## config.mk

```make
export PLATFORM = sky130hd
export DESIGN_NAME = axi_inf_read_state_core
export DESIGN_NICKNAME = d
export VERILOG_FILES = /design/src/rtl/axi_inf_read_state_core.sv
export SDC_FILE = /design/constraint.sdc
export NUM_CORES = 1
export LEC_CHECK = 0
export CAP_MARGIN = 20
export CORE_AREA = 10 10 237 239
export CTS_BUF_LIST = sky130_fd_sc_hd__clkbuf_8
export DETAILED_ROUTE_END_ITERATION = 8
export DIE_AREA = 0 0 247 249
export SLEW_MARGIN = 0
export SYNTH_ARGS = -nofsm -noshare
export SYNTH_HDL_FRONTEND = slang
export SYNTH_SLANG_ARGS = --single-unit
```

## constraint.sdc

```tcl
create_clock -name axi_aclk -period 4.45 [get_ports axi_aclk]
set_input_delay 0.6675 -clock axi_aclk [delete_from_list [all_inputs] [get_ports axi_aclk]]
set_output_delay 0.6675 -clock axi_aclk [all_outputs]
set_load 0.005 [all_outputs]
```

## src/rtl/axi_inf_read_state_core.sv

```systemverilog
// AXI4 read master core: one AR per accepted request, each R beat is pushed into the downstream FIFO.
// Latency: read_req to arvalid 1 cycle; R beats are pushed in the same cycle they are accepted.
// Backpressure: sink_almost_full drops rready the same cycle; pend_in holds off new requests.
module axi_inf_read_state_core #(
    parameter int IDSIZE    = 4,
    parameter int ID        = 0,
    parameter int LSIZE     = 9,
    parameter int ASIZE     = 29,
    parameter int AXI_DSIZE = 256
) (
    input  logic                 axi_aclk,
    input  logic                 axi_resetn,
    input  logic                 read_req,
    input  logic [LSIZE-1:0]     req_len,
    input  logic [ASIZE-1:0]     req_addr,
    output logic                 req_resp,
    output logic                 req_done,
    input  logic                 pend_in,
    output logic                 pend_out,
    input  logic                 sink_almost_full,
    output logic                 push_data_en,
    output logic [AXI_DSIZE-1:0] push_data,
    output logic                 push_last,
    output logic                 resp_err,
    output logic [IDSIZE-1:0]    axi_arid,
    output logic [ASIZE-1:0]     axi_araddr,
    output logic [LSIZE-1:0]     axi_arlen,
    output logic [2:0]           axi_arsize,
    output logic [1:0]           axi_arburst,
    output logic                 axi_arlock,
    output logic [3:0]           axi_arcache,
    output logic [2:0]           axi_arprot,
    output logic [3:0]           axi_arqos,
    output logic                 axi_arvalid,
    input  logic                 axi_arready,
    input  logic [IDSIZE-1:0]    axi_rid,
    input  logic [AXI_DSIZE-1:0] axi_rdata,
    input  logic [1:0]           axi_rresp,
    input  logic                 axi_rlast,
    input  logic                 axi_rvalid,
    output logic                 axi_rready
);

    localparam logic [IDSIZE-1:0] ID_V   = IDSIZE'(ID);
    localparam logic [2:0]        ARSIZE = 3'($clog2(AXI_DSIZE / 8));

    typedef enum logic [1:0] {S_IDLE, S_ADDR, S_DATA, S_DONE} state_t;

    state_t           state;
    state_t           state_nxt;
    logic [LSIZE-1:0] beat_cnt;
    logic             start;
    logic             accept;
    logic             last_beat;
    logic             beat_err;

    // A new burst is only taken from IDLE and only while the sibling core is off the bus
    assign start  = (state == S_IDLE) && read_req && !pend_in;
    assign accept = axi_rvalid && axi_rready;
    // The counter reaching arlen ends the burst even without rlast, so the counter never wraps
    assign last_beat = axi_rlast || (beat_cnt == axi_arlen);
    assign beat_err  = (axi_rresp != 2'b00) || (axi_rid != ID_V) ||
                       (axi_rlast && (beat_cnt != axi_arlen)) ||
                       (!axi_rlast && (beat_cnt == axi_arlen));

    // Fixed AR attributes
    assign axi_arid    = ID_V;
    assign axi_arsize  = ARSIZE;
    assign axi_arburst = 2'b01;
    assign axi_arlock  = 1'b0;
    assign axi_arcache = 4'b0011;
    assign axi_arprot  = 3'b000;
    assign axi_arqos   = 4'b0000;

    // R data goes straight through to the FIFO
    assign push_data = axi_rdata;

    // State register
    always_ff @(posedge axi_aclk or negedge axi_resetn) begin
        if (!axi_resetn) begin
            state <= S_IDLE;
        end else begin
            state <= state_nxt;
        end
    end

    // Next-state logic
    always_comb begin
        state_nxt = state;
        case (state)
            S_IDLE:  if (start) state_nxt = S_ADDR;
            S_ADDR:  if (axi_arready) state_nxt = S_DATA;
            S_DATA:  if (accept && last_beat) state_nxt = S_DONE;
            S_DONE:  state_nxt = S_IDLE;
            default: state_nxt = S_IDLE;
        endcase
    end

    // Outputs decoded from the current state
    always_comb begin
        axi_arvalid  = (state == S_ADDR);
        axi_rready   = (state == S_DATA) && !sink_almost_full;
        push_data_en = (state == S_DATA) && axi_rvalid && !sink_almost_full;
        push_last    = push_data_en && axi_rlast;
        req_done     = (state == S_DONE);
        pend_out     = (state != S_IDLE);
    end

    // Request latch, beat counter, accept pulse and sticky error
    always_ff @(posedge axi_aclk or negedge axi_resetn) begin
        if (!axi_resetn) begin
            axi_araddr <= '0;
            axi_arlen  <= '0;
            beat_cnt   <= '0;
            req_resp   <= 1'b0;
            resp_err   <= 1'b0;
        end else begin
            req_resp <= start;
            if (start) begin
                axi_araddr <= req_addr;
                axi_arlen  <= req_len;
                beat_cnt   <= '0;
            end else if (accept) begin
                beat_cnt <= beat_cnt + 1'b1;
            end
            if (accept && beat_err) begin
                resp_err <= 1'b1;
            end
        end
    end

endmodule

```

=== Yosys cells after proc, flatten, opt, wreduce, memory -nomap -nowiden ===
Index checks and enable logic that the tools add are counted.

* Output and inout bits: 323
* Input bits: 308
* Word-level logic and storage cells: 45
* Register bits: 51

* Eq/ne operators: 8
* $add $sub $neg: 1
* Mux-type cells: 6
* Reduce and logical (&&, ||, !) cells: 24

{| class="wikitable"
|+ Operators with widths
! kind !! number
|-
| $mux 9 || 2
|-
| $logic_and 1x1->1 || 11
|-
| $add 9x1->9 const B || 1
|-
| $eq 9x9->1 || 1
|-
| $ne 9x9->1 || 1
|-
| $pmux 2 s4 || 1
|-
| $mux 2 || 3
|-
| $reduce_bool 2->1 || 3
|-
| $eq 2x2->1 const B || 2
|-
| $logic_or 1x1->1 || 4
|-
| $ne 2x2->1 const B || 2
|-
| $reduce_bool 4->1 || 1
|-
| $logic_not 1->1 || 3
|-
| $reduce_and 3->1 || 1
|-
| $eq 2x1->1 const B || 1
|-
| $logic_not 2->1 || 1
|-
| $ne 2x1->1 const B || 1
|}

=== Depth between registers and ports, before layout ===
Gate-level depths: netlist (run 1).

* Depth after elaboration: 6
* Gate-level depth with buffers: 9
* Mapped depth without buffers: 7

=== Worst setup path before layout (run 1) ===
Ideal clock, no wire load.

* Path kind: input to output
* Start point: in sink_almost_full
* End point: out push_last
* Slack: 2.619 ns
* Cell stages on the path: 4
* Buffers on the path: 1
* Data required time: 3.783 ns
* Arrival time: 1.164 ns
* Cells stage by stage: and3b_1 buf_2 nand2_1 inv_1

* Longest elaborated chain between the ends: 3

{| class="wikitable"
|+ Ends and longest elaborated chain
! what !! RTL line !! text
|-
| start: declaration || 20 || <nowiki>input logic sink_almost_full,</nowiki>
|-
| $logic_not 1->1 || 103 || <nowiki>push_data_en = (state == S_DATA) && axi_rvalid && !sink_almost_full;</nowiki>
|-
| $logic_and 1x1->1 || 103 ||
|-
| named net push_data_en || 21 || <nowiki>output logic push_data_en,</nowiki>
|-
| $logic_and 1x1->1 || 104 || <nowiki>push_last = push_data_en && axi_rlast;</nowiki>
|-
| end: declaration || 23 || <nowiki>output logic push_last,</nowiki>
|}

The timed path passes the listed nets, and every way through them passes these cells.

=== Final worst setup path (run 1) ===
* Start point: in sink_almost_full
* End point: out push_last

* Longest elaborated chain between the ends: 3

{| class="wikitable"
|+ Ends and longest elaborated chain
! what !! RTL line
|-
| $logic_not 1->1 || 103
|-
| $logic_and 1x1->1 || 103
|-
| $logic_and 1x1->1 || 104
|}

No other way between the ends.

==> summary.txt, run 1 <==
Detailed routing
  – Drt pass-1 iters: 4
  – Vias per cell: between 2 and 2.5
  – Via count: about 2400
  – ANT nets after route: 0
  – Overall routed net length: between 15000 and 20000 um
  – DRT iter0 DRCs: between 40 and 50
  – WL per Instance: about 16 um
  – Remaining DRCs: 0

Clock network
  – H-tree Lvls: 2
  – Reg clk slew, reported paths: 110 ps
  – Post-cts resize count: 0
  – Post-CTS setup buffers: 0
  – Post-CTS Hold Buffers: 0
  – Root Buffer Master: clkbuf_8
  – Max Buffers Root-to-Sink: 2
  – Sink Count: just over 50
  – Number of clock buffers inserted by TritonCTS: 5
  – CTS tree: done
  – Clock Latency Late Sink: roughly 340 ps

Layout
  – Finished Core Util: between 8 and 9%
  – Ratio of cells with drive above 1 in the final layout: approximately 3.6%
  – Area grow syn2layout: -2.739%
  – Layout Nets: 672
  – Fillers: roughly 6000
  – Non-Filler Instances: roughly 1000

Global routing
  – First-pass GRT wire length: 21020 um
  – Largest net degree at the start of global routing: ~50
  – Total grt overflow: 0
  – Vias in the first global route: around 2700
  – Initial antenna violation count: 5
  – All-Layer GR Usage: about 5%

Floorplan
  – Die Y: around 250 um
  – Horiz. Die Dim: ~250 um
  – # rows: 83
  – I/O pin total: ~630
  – Core box area: between 50000 and 60000 um2
  – Die ar.: slightly above 60000 um2
  – Initial core utilization: 8.387%

STA
  – RSZ-0062 raised after global routing: false
  – Post-route setup slack: 1505 ps
  – Setup-failing EPs final: 0
  – Measured slew at the worst slew-check pin: roughly 950 ps
  – Endpoints failing hold: 0
  – Final Max Tran Viols: 0
  – Skew final: ~13 ps
  – Normalized max-slew margin: between 30% and 40%
  – F_max: between 300 and 400 MHz
  – Final critical-path required period: 2945 ps
  – Total negative slack: 0 ps
  – Tcrit/Tclk final: between 60 and 70%

Critical path
  – Cells on worst reg2reg path: 7
  – Worst setup SP type: input pin
  – CP required: between 3000 and 4000 ps
  – Reg2Reg Setup Slack: roughly 1900 ps
  – Crit path max fanout: 9
  – Critical Setup Path Class: in -> out
  – CP Capture Type: output port
  – Worst EP arrival: around 2300 ps
  – RR Startpoint: state[0]$_DFFE_PN0P_
  – Crit Reg-Reg Endpoint: axi_araddr[25]$_DFFE_PN0N_

Power
  – Peak VDD IR: ~0.17 mV
  – Leak Pwr: around 0.0017 uW
  – Total Power: between 2000 and 2500 uW
  – PwrDens: 489.1 nW/um2

Logic synthesis
  – Flops & latches, synth: slightly above 50
  – Post-synthesis cell type with the largest combined area: buf_4
  – Synthesized area: roughly 4300 um2
  – Compound-gate portion of the synthesized area: less than 1%
  – Area fraction of the dominant cell type after synthesis: between 40% and 50%
  – Syn_area_per_cell: slightly above 8 um2
  – Mux contribution to synthesized area: less than 1%
  – Post-synth cell types: 27
  – Main combinational cell family by area after synthesis: buffers and inverters
  – Synth top area cells: buf_4, dfrtp_1, nand2_1, xnor2_1, ha_1
  – Synth Warn #: 0
  – Sequential element share of the synthesized area: ~30%
  – Synth Area in Adders: 1.457%
  – Post-Synth Simple-Gate Area: around 14%
  – Syn Inst Count: approximately 520
  – Synth Area in XOR/XNOR: 3.671%

Place
  – Placed insts: between 1000 and 1500
  – Hpwl dp: 13300 um
  – Global placement routability congestion: around 0.62
  – Port bufs: 97
  – Pre-CTS setup slack: approximately 1200 ps

Hold path
  – Hold Path Class: in -> async

Outcome
  – Outcome: completed

Run
  – Maxcap violations: 0
flip-flops by register name, summed over array words and instances (netlist names):
name	cells
axi_araddr	29
axi_arlen	9
beat_cnt	9
state	2
req_resp	1
resp_err	1
cell type report:
class	count	area, um2	area share (%)
tap	680	850.8	20.37
clock buffer	5	68.82	1.648
clock inverter	2	37.54	0.8987
inverter	5	18.77	0.4494
antenna	1	2.502	0.05992
multi-input combinational	198	948.4	22.71
timing repair buffer	98	973.4	23.31
sequential	51	1276	30.56
per-stage QoR:
stage	hold slack (ps)	area, um2
4_1_cts	284.2	4174
3_5_place_dp	463.6	4068
5_1_grt	311.2	4174
6_report	292.7	4177
2_1_floorplan	371.9	4365
3_3_place_gp	457.2	4068
cells in the final DEF, fill, tap and decap left out, types with 2 or more instances in the layout:
master,Yosys,layout
a21oi_1,2,2
a31oi_1,2,2
and3_1,2,2
clkbuf_8,0,5
clkdlybuf4s50_1,0,96
conb_1,2,21
dfrtp_1,51,51
ha_1,5,5
inv_1,4,4
nand2_1,120,120
nand4_1,3,3
nor2_1,12,12
nor2b_1,2,2
nor3_1,2,2
xnor2_1,11,11
xor2_1,7,7
power breakdown:
group	internal, uW	leakage [uW]	switching, uW
clock	165	0.0000502	194
sequential	646	0.000644	181
combinational	495	0.000968	361
total	1310	0.00166	737
cells by family after synthesis:
group | Yosys count
AOI/OAI and AO/OA | 5
and+or+nand+nor | 147
other | 2
DFF | 51
adders and majority gates | 5
xor gates and xnor gates | 18
muxes | 2
buffers and inverters | 292
worst max-delay path, cell delays in order:
cell             delay (ps)
clkdlybuf4s50_1         430
and3b_1                 480
nand2_1                 120
inv_1                    70
clkdlybuf4s50_1         500
metal layers:
metal	track usage, %	share of wire, %	vias to the layer above
li1	-	-	958
met1	4.383	31	1002
met2	6.679	39	276
met3	3.781	18	189
met4	6.028	12	4
met5	0	0.17	-
worst max-delay path by stage:
stage,cells after the start,slack [ps],end,from
after floorplan,4,2620,push_last,sink_almost_full
after global placement,6,1280,axi_araddr[10]$_DFFE_PN0N_,pend_in
after detailed placement,6,1210,axi_araddr[3]$_DFFE_PN0N_,pend_in
after CTS,5,1490,push_last,sink_almost_full
after global routing,6,1360,push_last,state[0]$_DFFE_PN0P_
final,5,1500,push_last,sink_almost_full
Yosys cell counts:
library cell and n:
buf_4 277, nand2_1 120, nor2b_1 2, and3b_1 1
nand4_1 3, xnor2_1 11, nor4_2 1, nor2_1 12
dfrtp_1 51, mux2_4 1, buf_2 4, a21oi_1 2
a21boi_1 1, nor4_1 1, mux2i_1 1, nand3_1 1
conb_1 2, clkbuf_1 6, nor3_1 2, inv_2 1
ha_1 5, a31oi_1 2, nand2b_1 1, and3_1 2
xor2_1 7, or2_2 1, inv_1 4
(Power assumes the default switching activity.)
==> run 2, diff against run 1 <==
--- a/config.mk
+++ b/config.mk
@@ -6,10 +6,10 @@
 export NUM_CORES = 1
 export LEC_CHECK = 0
 export CAP_MARGIN = 20
-export CORE_AREA = 10 10 237 239
+export CORE_AREA = 10 10 236 238
 export CTS_BUF_LIST = sky130_fd_sc_hd__clkbuf_8
 export DETAILED_ROUTE_END_ITERATION = 8
-export DIE_AREA = 0 0 247 249
+export DIE_AREA = 0 0 246 248
 export SLEW_MARGIN = 0
 export SYNTH_ARGS = -nofsm -noshare
 export SYNTH_HDL_FRONTEND = slang
==> constraint.sdc (replaced) <==
create_clock -name axi_aclk -period 2.47 [get_ports axi_aclk]
set_input_delay 0.3705 -clock axi_aclk [delete_from_list [all_inputs] [get_ports axi_aclk]]
set_output_delay 0.3705 -clock axi_aclk [all_outputs]
set_load 0.005 [all_outputs]
==> run 2 against run 1 <==
  * Via count rose by 0.45%
  * Count of clock-buffer cells in the layout did not move
  * Global-route usage rose by 0.18 points
  * Die area fell by 0.80%
  * Combinational power rose by 87%
  * Core utilization rose by 0.097 points
  * Non-clock buffer count rose by 4
  * Sequential cell count did not move
  * Cell count rose by 0.48%
  * Power rose by 76%
  * Worst setup slack got worse by 1300 ps
  * Critical endpoint unchanged
  * Highest routed layer unchanged
==> summary.txt, run 2 (same netlist as run 1, synthesis figures left out) <==
Critical path
  – RR Startpoint: axi_arlen[4]$_DFFE_PN0N_
  – CP cell instances: inv_1, ha_1, and3b_1, nand2_1, inv_1, clkdlybuf4s50_1
  – Crit Reg-Reg Endpoint: state[1]$_DFFE_PN0P_
  – Top cell by count, worst path: inv_1
  – CP Capture Type: output port
  – Worst EP arrival: between 1500 and 2000 ps
  – Reg2Reg Setup Slack: roughly 640 ps
  – Cells on worst reg2reg path: 5
  – Worst setup SP type: flop
  – Crit path max-delay family: buffers and inverters
  – Critical Path Max Stage Delay: about 490 ps
  – Buf/Inv on CP: 3
  – CP required: about 2100 ps
  – Crit path max fanout: 4
  – Critical Setup Path Class: reg -> out
  – Crit-path slowest cell: clkdlybuf4s50_1

Layout
  – Fillers: slightly below 6000
  – Largest registers: axi_araddr: 29 flops, axi_arlen: 9 flops, beat_cnt: 9 flops
  – Sequential Area: approximately 1300 um2
  – Area grow syn2layout: -1.981%
  – Largest register FFs: 29
  – Most frequent cells in the layout: nand2_1, clkdlybuf4s50_1, dfrtp_1
  – Non-Filler Instances: between 1000 and 1500
  – Finished Cell Area: approximately 4200 um2
  – Ratio of cells with drive above 1 in the final layout: under 10%
  – Footprint of the multi-input gates: between 900 and 1000 um2
  – Reg with most FFs: axi_araddr
  – Layout Nets: about 680
  – Commonest non-fill, non-tap cell in the layout: nand2_1

Run
  – Maxcap violations: 0

Global routing
  – Total grt overflow: 0
  – Largest net degree at the start of global routing: 39
  – Vias in the first global route: ~2800
  – All-Layer GR Usage: under 10%
  – Initial antenna violation count: 4
  – First-pass GRT wire length: about 22000 um

Place
  – Placed insts: approximately 1000
  – Placed Area: between 4000 and 5000 um2
  – Port bufs: 97
  – Hpwl dp: approximately 13000 um
  – Global placement routability congestion: 0.6948
  – Pre-CTS setup slack: 398.5 ps

Detailed routing
  – Drt pass-1 iters: 5
  – WL per Instance: approximately 16 um
  – Vias per cell: ~2.3
  – Remaining DRCs: 0
  – Overall routed net length: roughly 16000 um
  – ANT nets after route: 0
  – Via count: 2440
  – DRT iter0 DRCs: between 60 and 70

Floorplan
  – Horiz. Die Dim: about 250 um
  – # rows: 83
  – Die Y: between 200 and 250 um
  – Die ar.: slightly above 60000 um2
  – I/O pin total: about 630
  – Core box area: approximately 51000 um2
  – Initial core utilization: roughly 8.4%

Power
  – Total Power: roughly 3600 uW
  – Switch Pwr: 1311 uW
  – Int Power: ~2300 uW
  – PwrDens: between 800 and 900 nW/um2
  – Peak VDD IR: roughly 0.22 mV
  – Leak Pwr: 0.001682 uW
  – Comb pwr share: between 40% and 50%
  – Flop pwr share: 39.6%
  – Switching fraction of total power: about 36%
  – Clk network pwr share: between 15 and 20%

STA
  – Normalized max-slew margin: about 43%
  – Final critical-path required period: approximately 2300 ps
  – Tcrit/Tclk final: between 90% and 100%
  – Final Max Tran Viols: 0
  – Setup-failing EPs final: 0
  – Post-route setup slack: approximately 160 ps
  – RSZ-0062 raised after global routing: false
  – Total negative slack: 0 ps
  – Endpoints failing hold: 0
  – Measured slew at the worst slew-check pin: ~850 ps
  – Skew final: just under 6 ps
  – F_max: 432.7 MHz

Outcome
  – Outcome: completed

Clock network
  – Root Buffer Master: clkbuf_8
  – Post-CTS setup buffers: 0
  – Reg clk slew, reported paths: between 100 and 150 ps
  – H-tree Lvls: 2
  – Clock Latency Late Sink: 340 ps
  – Max Buffers Root-to-Sink: 2
  – CTS tree: done
  – Post-CTS Hold Buffers: 0
  – Post-cts resize count: 0
  – Number of clock buffers inserted by TritonCTS: 5
  – Sink Count: between 50 and 60

Hold path
  – Hold Path Class: in -> async
run 2: metal layers:
layer	GRT usage, %	wire length [um]	vias up
li1	-	-	965
met1	4.064	4481	1010
met2	7.212	6738	293
met3	4.375	3232	166
met4	6.317	1899	6
met5	0	34	-
run 2: through the flow:
| stage | utilization [%] | hold slack (ps) |
|---|---|---|
| detailed placement | 8.061 | 466.4 |
| CTS | 8.250 | 134.9 |
| global placement | 8.061 | 459.8 |
| global route | 8.250 | 176.5 |
| floorplan | - | 74.91 |
| finish | 8.255 | 124.2 |
run 2: final cells by class:
class                      instances  area share (%)
sequential                        51           30.32
inverter                           5          0.4459
timing repair buffer             102           24.14
tap                              680           20.21
multi-input combinational        198           22.53
clock buffer                       5           1.635
clock inverter                     3          0.6540
antenna                            1         0.05945
run 2: how the worst max path moves through the flow:
| stage | endpoint | cells past startpoint | startpoint |
|---|---|---|---|
| 5_1_grt | push_last | 6 | state[0]$_DFFE_PN0P_ |
| 6_report | push_last | 6 | state[0]$_DFFE_PN0P_ |
| 3_5_place_dp | push_last | 5 | sink_almost_full |
| 3_3_place_gp | push_last | 5 | sink_almost_full |
| 4_1_cts | push_last | 6 | state[0]$_DFFE_PN0P_ |
| 2_1_floorplan | state[1]$_DFFE_PN0P_ | 8 | state[0]$_DFFE_PN0P_ |
run 2: power by group through the flow:
stage               logic [uW]  clock network [uW]  registers (uW)
floorplan                  942                   0            1410
global placement          1650                   0            1440
detailed placement        1680                   0            1460
CTS                       1690                 643            1440
global route              1840                 662            1490
finish                    1600                 574            1420
